==> src/rtl/pry2oht_scan_if.sv <==
// Request/grant bus of the set-bit scanner: vector in over valid/ready, one-hot grants out.
// slave is the scanner's view; master is the producer/consumer side that drives it.
interface pry2oht_scan_if #(
  parameter int WIDTH     = 32,
  parameter int WIDTH_LOG = $clog2(WIDTH)
);
  logic                 i_vld;
  logic                 i_rdy;
  logic [WIDTH-1:0]     i_pry;
  logic                 o_vld;
  logic                 o_rdy;
  logic [WIDTH-1:0]     o_oht;
  logic [WIDTH_LOG-1:0] o_idx;
  logic                 o_lst;

  modport slave (
    input  i_vld, i_pry, o_rdy,
    output i_rdy, o_vld, o_oht, o_idx, o_lst
  );

  modport master (
    output i_vld, i_pry, o_rdy,
    input  i_rdy, o_vld, o_oht, o_idx, o_lst
  );
endinterface

==> src/rtl/pry2oht_scan.sv <==
// Serializes a request vector into one-hot grants, lowest index first; first grant 1 cycle after load.
// Holds grants stable under o_rdy low; next vector is accepted on the last grant's transfer (no bubble).
module pry2oht_tree #(
  parameter int WIDTH          = 32,
  parameter int SPLIT          = 2,
  parameter int IMPLEMENTATION = 0
) (
  input  logic [WIDTH-1:0] pry,
  output logic [WIDTH-1:0] oht
);
  localparam int SUB = (WIDTH > SPLIT) ? WIDTH / SPLIT : 1;

  if (WIDTH <= SPLIT) begin : g_leaf
    if (IMPLEMENTATION == 0) begin : g_loop
      always_comb begin
        logic found;
        found = 1'b0;
        oht   = '0;
        for (int i = 0; i < WIDTH; i++) begin
          if (pry[i] && !found) begin
            oht[i] = 1'b1;
            found  = 1'b1;
          end
        end
      end
    end else begin : g_arith
      // Two's complement isolates the lowest set bit.
      assign oht = pry & (~pry + WIDTH'(1));
    end
  end else begin : g_node
    logic [SPLIT-1:0] grp_any;
    logic [SPLIT-1:0] grp_sel;
    logic [WIDTH-1:0] sub_oht;

    for (genvar g = 0; g < SPLIT; g++) begin : g_sub
      pry2oht_tree #(
        .WIDTH          (SUB),
        .SPLIT          (SPLIT),
        .IMPLEMENTATION (IMPLEMENTATION)
      ) u_sub (
        .pry (pry[g*SUB +: SUB]),
        .oht (sub_oht[g*SUB +: SUB])
      );
      assign grp_any[g]         = |pry[g*SUB +: SUB];
      assign oht[g*SUB +: SUB]  = sub_oht[g*SUB +: SUB] & {SUB{grp_sel[g]}};
    end

    // The lowest non-empty group wins; only its local grant passes through.
    pry2oht_tree #(
      .WIDTH          (SPLIT),
      .SPLIT          (SPLIT),
      .IMPLEMENTATION (IMPLEMENTATION)
    ) u_grp (
      .pry (grp_any),
      .oht (grp_sel)
    );
  end
endmodule

module pry2oht_scan #(
  parameter int WIDTH          = 32,
  parameter int SPLIT          = 2,
  parameter int IMPLEMENTATION = 0
) (
  input  logic                  clk,
  input  logic                  rst_n,
  pry2oht_scan_if.slave         bus
);
  localparam int WIDTH_LOG = $clog2(WIDTH);

  typedef enum logic {
    IDLE = 1'b0,
    SCAN = 1'b1
  } sts_t;

  sts_t                 sts_q, sts_d;
  logic [WIDTH-1:0]     rsd_q, rsd_d;
  logic [WIDTH-1:0]     oht;
  logic [WIDTH_LOG-1:0] idx;
  logic                 lst;
  logic                 o_vld;
  logic                 o_xfer;
  logic                 i_rdy;

  pry2oht_tree #(
    .WIDTH          (WIDTH),
    .SPLIT          (SPLIT),
    .IMPLEMENTATION (IMPLEMENTATION)
  ) u_tree (
    .pry (rsd_q),
    .oht (oht)
  );

  always_comb begin
    idx = '0;
    for (int i = 0; i < WIDTH; i++) begin
      if (oht[i]) idx = idx | WIDTH_LOG'(i);
    end
  end

  assign lst    = ~|(rsd_q & ~oht);
  assign o_vld  = (sts_q == SCAN);
  assign o_xfer = o_vld & bus.o_rdy;
  assign i_rdy  = (sts_q == IDLE) | (o_xfer & lst);

  assign bus.o_vld = o_vld;
  assign bus.o_oht = oht;
  assign bus.o_idx = idx;
  assign bus.o_lst = lst;
  assign bus.i_rdy = i_rdy;

  always_comb begin
    sts_d = sts_q;
    rsd_d = rsd_q;
    case (sts_q)
      IDLE: begin
        // An all-zero vector is consumed without producing any grant.
        if (bus.i_vld && (|bus.i_pry)) begin
          rsd_d = bus.i_pry;
          sts_d = SCAN;
        end
      end
      SCAN: begin
        if (o_xfer) begin
          if (!lst) begin
            rsd_d = rsd_q & ~oht;
          end else if (bus.i_vld && (|bus.i_pry)) begin
            rsd_d = bus.i_pry;
          end else begin
            rsd_d = '0;
            sts_d = IDLE;
          end
        end
      end
      default: begin
        sts_d = IDLE;
        rsd_d = '0;
      end
    endcase
  end

  always_ff @(posedge clk or negedge rst_n) begin
    if (!rst_n) begin
      sts_q <= IDLE;
      rsd_q <= '0;
    end else begin
      sts_q <= sts_d;
      rsd_q <= rsd_d;
    end
  end
endmodule

==> src/flat_wrapper.sv <==
// flat-port wrapper written by rule: the top's interface ports become plain ports
module pry2oht_scan_flat 
#(
  parameter int WIDTH          = 32,
  parameter int SPLIT          = 2,
  parameter int IMPLEMENTATION = 0
)
  (clk, rst_n, bus_i_vld, bus_i_pry, bus_o_rdy, bus_i_rdy, bus_o_vld, bus_o_oht, bus_o_idx, bus_o_lst);
  pry2oht_scan_if #(.WIDTH(WIDTH)) bus_i ();
  input  logic clk;
  input  logic rst_n;
  input wire logic [$bits(bus_i.i_vld)-1:0] bus_i_vld;
  input wire logic [$bits(bus_i.i_pry)-1:0] bus_i_pry;
  input wire logic [$bits(bus_i.o_rdy)-1:0] bus_o_rdy;
  output wire logic [$bits(bus_i.i_rdy)-1:0] bus_i_rdy;
  output wire logic [$bits(bus_i.o_vld)-1:0] bus_o_vld;
  output wire logic [$bits(bus_i.o_oht)-1:0] bus_o_oht;
  output wire logic [$bits(bus_i.o_idx)-1:0] bus_o_idx;
  output wire logic [$bits(bus_i.o_lst)-1:0] bus_o_lst;
  assign bus_i.i_vld = bus_i_vld;
  assign bus_i.i_pry = bus_i_pry;
  assign bus_i.o_rdy = bus_o_rdy;
  assign bus_i_rdy = bus_i.i_rdy;
  assign bus_o_vld = bus_i.o_vld;
  assign bus_o_oht = bus_i.o_oht;
  assign bus_o_idx = bus_i.o_idx;
  assign bus_o_lst = bus_i.o_lst;
  pry2oht_scan #(.WIDTH(WIDTH), .SPLIT(SPLIT), .IMPLEMENTATION(IMPLEMENTATION)) u_core (.clk(clk), .rst_n(rst_n), .bus(bus_i));
endmodule
==> config.mk <==
export PLATFORM = sky130hd
export DESIGN_NAME = pry2oht_scan_flat
export DESIGN_NICKNAME = d
export VERILOG_FILES = /design/src/rtl/pry2oht_scan_if.sv /design/src/rtl/pry2oht_scan.sv /design/src/flat_wrapper.sv
export SDC_FILE = /design/constraint.sdc
export NUM_CORES = 1
export LEC_CHECK = 0
export CORE_MARGIN = 5
export CORE_UTILIZATION = 50
export CTS_CLUSTER_SIZE = 25
export DETAILED_ROUTE_END_ITERATION = 12
export PLACE_DENSITY = 0.95
export SYNTH_ARGS = -nofsm -noshare
export SYNTH_HDL_FRONTEND = slang
export SYNTH_SLANG_ARGS = --single-unit
==> constraint.sdc <==
create_clock -name clk -period 6 [get_ports clk]
set_input_delay 1.5 -clock clk [delete_from_list [all_inputs] [get_ports clk]]
set_output_delay 1.5 -clock clk [all_outputs]
set_load 0.01 [all_outputs]
After elaboration in Yosys (flattened, before gate mapping)
Cells that the tools add are included.

Reductions and logical operators: 97. Eq/ne operators: 2. Multiplexer cells: 116. Bitwise logic cells: 36.

Operators by type and width (number): two-way mux 32 bit (11); two-way mux 5 bit (16); two-way mux 1 bit (73); case mux 32 bit (2 select lines) (1); OR reduction 32 bit (2); bitwise AND 16 bit (2); bitwise AND 2 bit (16); bitwise AND 32 bit (1); bitwise AND 4 bit (8); bitwise AND 8 bit (4); logical AND 1 bit (32); zero test 1 bit (32); two-way mux 4 bit (8); NOT 32 bit (1); OR reduction 16 bit (2); OR reduction 2 bit (16); OR reduction 4 bit (8); OR reduction 8 bit (4); two-way mux 3 bit (4); two-way mux 2 bit (2); != test 3 x 2 -> 1 bit (second input constant) (1); bitwise AND 1 bit (2); != test 2 bit (second input constant) (1); case mux 1 bit (2 select lines) (1); other kinds (3) (3).

Output and inout bits: 40. Bits in registers: 33. Word-level logic and storage cells: 253.

Longest topological paths before layout
Depth after elaboration: 40. Depth in mapped cells: 11.

Modules after synthesis
From an unflattened synthesis, not the netlist that was laid out.

Cell total of the unflattened synthesis: 494. Area total of the unflattened synthesis: 3838.7 um2.

By module, submodules not included: pry2oht_scan (area each 2075.7 um2, seq. area each 825.8 um2, cells an instance 256, instances 1); pry2oht_tree at u_core.u_tree.g_node.g_sub[0].u_sub.g_node.g_sub[0].u_sub.g_node.g_sub[0].u_sub.g_node.g_sub[0].u_sub ... (area each 21.3 um2, seq. area each 0.0 um2, cells an instance 2, instances 31); pry2oht_tree at u_core.u_tree.g_node.g_sub[0].u_sub.g_node.g_sub[0].u_sub.g_node.g_sub[0].u_sub ... (area each 37.5 um2, seq. area each 0.0 um2, cells an instance 6, instances 8); pry2oht_tree at u_core.u_tree (area each 277.8 um2, seq. area each 0.0 um2, cells an instance 44, instances 1); pry2oht_tree at u_core.u_tree.g_node.g_sub[0].u_sub ... (area each 132.6 um2, seq. area each 0.0 um2, cells an instance 22, instances 2); pry2oht_tree at u_core.u_tree.g_node.g_sub[0].u_sub.g_node.g_sub[0].u_sub ... (area each 65.1 um2, seq. area each 0.0 um2, cells an instance 10, instances 4).

Worst setup path before layout
Ideal clock, no wire load.

Kind: reg2out. From: register u_core.rsd_q[2]. To: output bus_i_rdy. Setup slack: 1761 ps. Stages on the path, launching flop included: 9. Buffers on the path: 1. Data arrival time: 2739 ps. Required time: 4500 ps. Cells stage by stage: dfrtp_1 nor4_2 and4_1 buf_4 nand3_1 a2111oi_1 o221ai_2 nor4_2 a21bo_2.

Word-level cells in the longest chain between the ends: 14.

Ends and longest elaborated chain: from (decl) (RTL line pry2oht_scan.sv:77) `logic [WIDTH-1:0] rsd_q, rsd_d;`; from (signal assigned) (RTL line pry2oht_scan.sv:148) `rsd_q <= rsd_d;`; OR reduction 4 bit / two-way mux 1 bit (equally long branches) (RTL line pry2oht_scan.sv:44, pry2oht_scan.sv:20); two-way mux 1 bit / zero test 1 bit (equally long branches) (RTL line pry2oht_scan.sv:20) `if (pry[i] && !found) begin`; zero test 1 bit / logical AND 1 bit (equally long branches) (RTL line pry2oht_scan.sv:20); logical AND 1 bit / two-way mux 1 bit (equally long branches) (RTL line pry2oht_scan.sv:20); two-way mux 1 bit / bitwise AND 2 bit (equally long branches) (RTL line pry2oht_scan.sv:20, pry2oht_scan.sv:45); bitwise AND 4 bit (RTL line pry2oht_scan.sv:45) `assign oht[g*SUB +: SUB] = sub_oht[g*SUB +: SUB] & {SUB{grp_sel[g]}};`; bitwise AND 8 bit (RTL line pry2oht_scan.sv:45); bitwise AND 16 bit (RTL line pry2oht_scan.sv:45); NOT 32 bit (RTL line pry2oht_scan.sv:101) `assign lst = ~|(rsd_q & ~oht);`; bitwise AND 32 bit (*) (RTL line pry2oht_scan.sv:101); OR reduction 32 bit (*) (RTL line pry2oht_scan.sv:101); zero test 1 bit (*) (RTL line pry2oht_scan.sv:101); net bus_o_lst (RTL line flat_wrapper.sv:19) `output wire logic [$bits(bus_i.o_lst)-1:0] bus_o_lst;`; bitwise AND 1 bit (*) (RTL line pry2oht_scan.sv:104) `assign i_rdy = (sts_q == IDLE) | (o_xfer & lst);`; bitwise OR 1 bit (*) (RTL line pry2oht_scan.sv:104); to (decl) (RTL line flat_wrapper.sv:15) `output wire logic [$bits(bus_i.i_rdy)-1:0] bus_i_rdy;`.

Mark *: on every way through the listed nets, which the timed path passes. The rest lies on a longest branch.

Final worst setup path
From: register u_core.rsd_q[2]. To: output bus_i_rdy.

Word-level cells in the longest chain between the ends: 14.

Ends and longest elaborated chain (RTL line): OR reduction 4 bit / two-way mux 1 bit (equally long branches) (pry2oht_scan.sv:44, pry2oht_scan.sv:20); two-way mux 1 bit / zero test 1 bit (equally long branches) (pry2oht_scan.sv:20); zero test 1 bit / logical AND 1 bit (equally long branches) (pry2oht_scan.sv:20); logical AND 1 bit / two-way mux 1 bit (equally long branches) (pry2oht_scan.sv:20); two-way mux 1 bit / bitwise AND 2 bit (equally long branches) (pry2oht_scan.sv:20, pry2oht_scan.sv:45); bitwise AND 4 bit (pry2oht_scan.sv:45); bitwise AND 8 bit (pry2oht_scan.sv:45); bitwise AND 16 bit (pry2oht_scan.sv:45); NOT 32 bit (pry2oht_scan.sv:101); bitwise AND 32 bit (*) (pry2oht_scan.sv:101); OR reduction 32 bit (*) (pry2oht_scan.sv:101); zero test 1 bit (*) (pry2oht_scan.sv:101); bitwise AND 1 bit (*) (pry2oht_scan.sv:104); bitwise OR 1 bit (*) (pry2oht_scan.sv:104).

Mark *: on every way between the ends. The rest lies on a longest branch, timed or not.

==> flow_summary.json <==
{
  "dr_total_vias": 2839,
  "drv_slew": 0,
  "die_w_um": 79.28,
  "leakage_nw": 1.250,
  "synth.top_cell.area_share": 0.3441,
  "cts_sinks": 33,
  "final_core_util": 0.6907,
  "root_buffer": "clkbuf_8",
  "wl_met1_um": 3379,
  "rows": 25,
  "synth-edff-count": 0,
  "netlist_area_mm2": 0.002400,
  "die_area_mm2": 0.006285,
  "cts_buffers": 5,
  "synth_seq_cells": 33,
  "multiInputGateArea_mm2": 0.001461,
  "post_cts_buffers": 0,
  "synth_area_leaders": "dfrtp_1 34%, a22o_1 6.9%, o21ai_0 5.6%",
  "placed_cells": 400,
  "fillers": 395,
  "synth_top_family_by_area": "simple AND/OR/NAND/NOR gates",
  "setup_violations": 0,
  "route.antenna.remaining_nets": 0,
  "hold_viol": 0,
  "core_area_mm2": 0.004692,
  "startpoint_type": "register",
  "regArea_um2": 825.8,
  "top_layer_used": "met4",
  "met3_length_um": 884,
  "ys_types": 52,
  "ioPinCount": 76,
  "route.met2.wl_um": 3851,
  "viasPerCell": 6.958,
  "muxShareOfSynthArea": 0,
  "antenna_cells_inserted": 0,
  "numPortBuffers": 75,
  "layout_common_cells": "75 x clkdlybuf4s50_1, 33 x dfrtp_1, 31 x nor2_1",
  "arrival_ps": 3930,
  "drc_errors": 0,
  "synth_adder_area_share": 0.008342,
  "worstMarginPinSlew_ps": 698.9,
  "powerDensity_mw_per_mm2": 188.7,
  "cts_resized": 0,
  "cp.required_ps": 4500,
  "synth_cells": 283,
  "period_share": 0.9043,
  "grt_max_degree": 34,
  "cts_tree": "built",
  "max_freq_mhz": 184.3,
  "period_minus_slack_ps": 5426,
  "synth_nets": 319,
  "grt-ovfl-total": 0,
  "synth_simple_gate_area_frac": 0.3076,
  "synth_ff_type": "dfrtp_1",
  "wirelength_um": 8525,
  "hold_ws_ps": 576.7,
  "yosys_warnings": 0,
  "relSlewSlack": 0.5298,
  "grt_usage": 0.2825,
  "clock_skew_ps": 11.15,
  "endpoint_kind": "output port",
  "dpl-instance-area_mm2": 0.003158,
  "synth.avg_cell_area_um2": 8.480,
  "cts_buffer_depth": 2,
  "routedWlPerCell_um": 20.89,
  "yosysTopAreaCell": "dfrtp_1",
  "layout_commonest_cell": "clkdlybuf4s50_1",
  "start_util": 0.5115,
  "yosysSeqAreaShare": 0.3441,
  "grt_pass1_wl_um": 13730,
  "area_growth_syn_to_layout_pct": 35.04,
  "path_max_fanout": 8,
  "drtPass1Iterations": 6,
  "drt_iter0_markers": 493,
  "die_y_um": 79.28,
  "cap_violations": 0,
  "synth_xor_area_frac": 0,
  "clk_latency_ps": 300,
  "fin_nets": 389,
  "drive_above_1_share": 0.06780,
  "rsz0062_at_grt": "false",
  "hold_path_class": "register to register",
  "critical_path_class": "register to output port",
  "cts-htree-levels": 2,
  "status": "finished clean",
  "final_cells": 408,
  "synth-compound-area-share": 0.2930,
  "grt_pass1_vias": 2640,
  "fin_tns_setup_ps": 0,
  "hold_buffers": 0,
  "clk_pin_slew_ps": 70,
  "peakVddDrop_uv": 104.6,
  "antenna_found_initial": 0,
  "hpwlAfterDp_um": 6543,
  "fin_area_mm2": 0.003241,
  "gp_congestion": 1.040,
  "rrSetupSlack_ps": 2440,
  "async_reset_ff_frac": 1.000
}
## registers in the layout, indices dropped and copies added, names as in the netlist
name	cells
u_core.bus.o_vld	1
u_core.rsd_q	32
## cells in the mapped netlist (3+ instances only)
cell        n
dfrtp_1    33
nor2_1     31
o21ai_0    27
a22o_1     19
and2_1     15
nor4_1     15
nand2_1    14
inv_1      12
clkbuf_1   10
and3_1      8
nor3_1      8
a2bb2oi_1   7
a21oi_1     6
nand3_1     6
o31ai_1     6
nand4_1     5
nor4_2      5
a211oi_1    3
a21o_1      3
nor3b_1     3
nor4b_1     3
o22ai_1     3
o2bb2ai_1   3
or2_2       3
or4_1       3
## per-stage QoR
stage	power (W)	setup WS (ps)
after global routing	0.0006385	307.6
final	0.0006115	574.2
after CTS	0.0006084	627.9
after floorplan	0.0003625	1761
after detailed placement	0.0004460	957.7
after global placement	0.0004392	1158
## path summary, 6_finish.rpt
| check | startpoint | cells after the start | end |
|---|---|---|---|
| worst max-delay path | u_core.rsd_q[2] | 8 | bus_i_rdy |
| worst min-delay path | u_core.rsd_q[23] | 1 | u_core.rsd_q[23] |
| worst max register to register | u_core.rsd_q[2] | 8 | u_core.rsd_q[12] |
| worst min register to register | u_core.rsd_q[23] | 1 | u_core.rsd_q[23] |
| max in group asynchronous | rst_n | 2 | u_core.rsd_q[19] |
| min in group asynchronous | rst_n | 2 | u_core.rsd_q[6] |
## final cells by class
class / instances / area share
clock inverter: 2 / 0.003089
clock buffer: 6 / 0.02239
sequential: 33 / 0.2548
multi-input combinational: 225 / 0.4510
timing repair buffer: 76 / 0.2340
tap: 54 / 0.02085
inverter: 12 / 0.01390
## where the power goes
group	switching [W]	internal [W]	leakage, nW
Combinational	0.0000793	0.0000831	0.839
Sequential	0.0000401	0.000245	0.366
Clock	0.0000836	0.0000803	0.0450
## worst max-delay path: stages, from the launching register on
cell and delay (ps):
dfrtp_1 450, nor4_2 630, and4_1 460, o21ai_1 230
nor4_1 430, o221ai_2 230, nor4_2 460, a21bo_2 210
clkdlybuf4s50_1 530
## cell families after synthesis
family / after synthesis
AO/OA/AOI/OAI: 95
buffers and inverters: 25
AND/OR/NAND/NOR: 128
adder cells (fa/ha/maj): 2
flip-flops: 33
## routing by layer
layer	vias up	GRT usage
met5	-	0
met4	0	0.1598
met3	42	0.06689
met2	216	0.4411
met1	1334	0.3569
li1	1247	-
No activity file was read; power rests on OpenSTA's default activity.
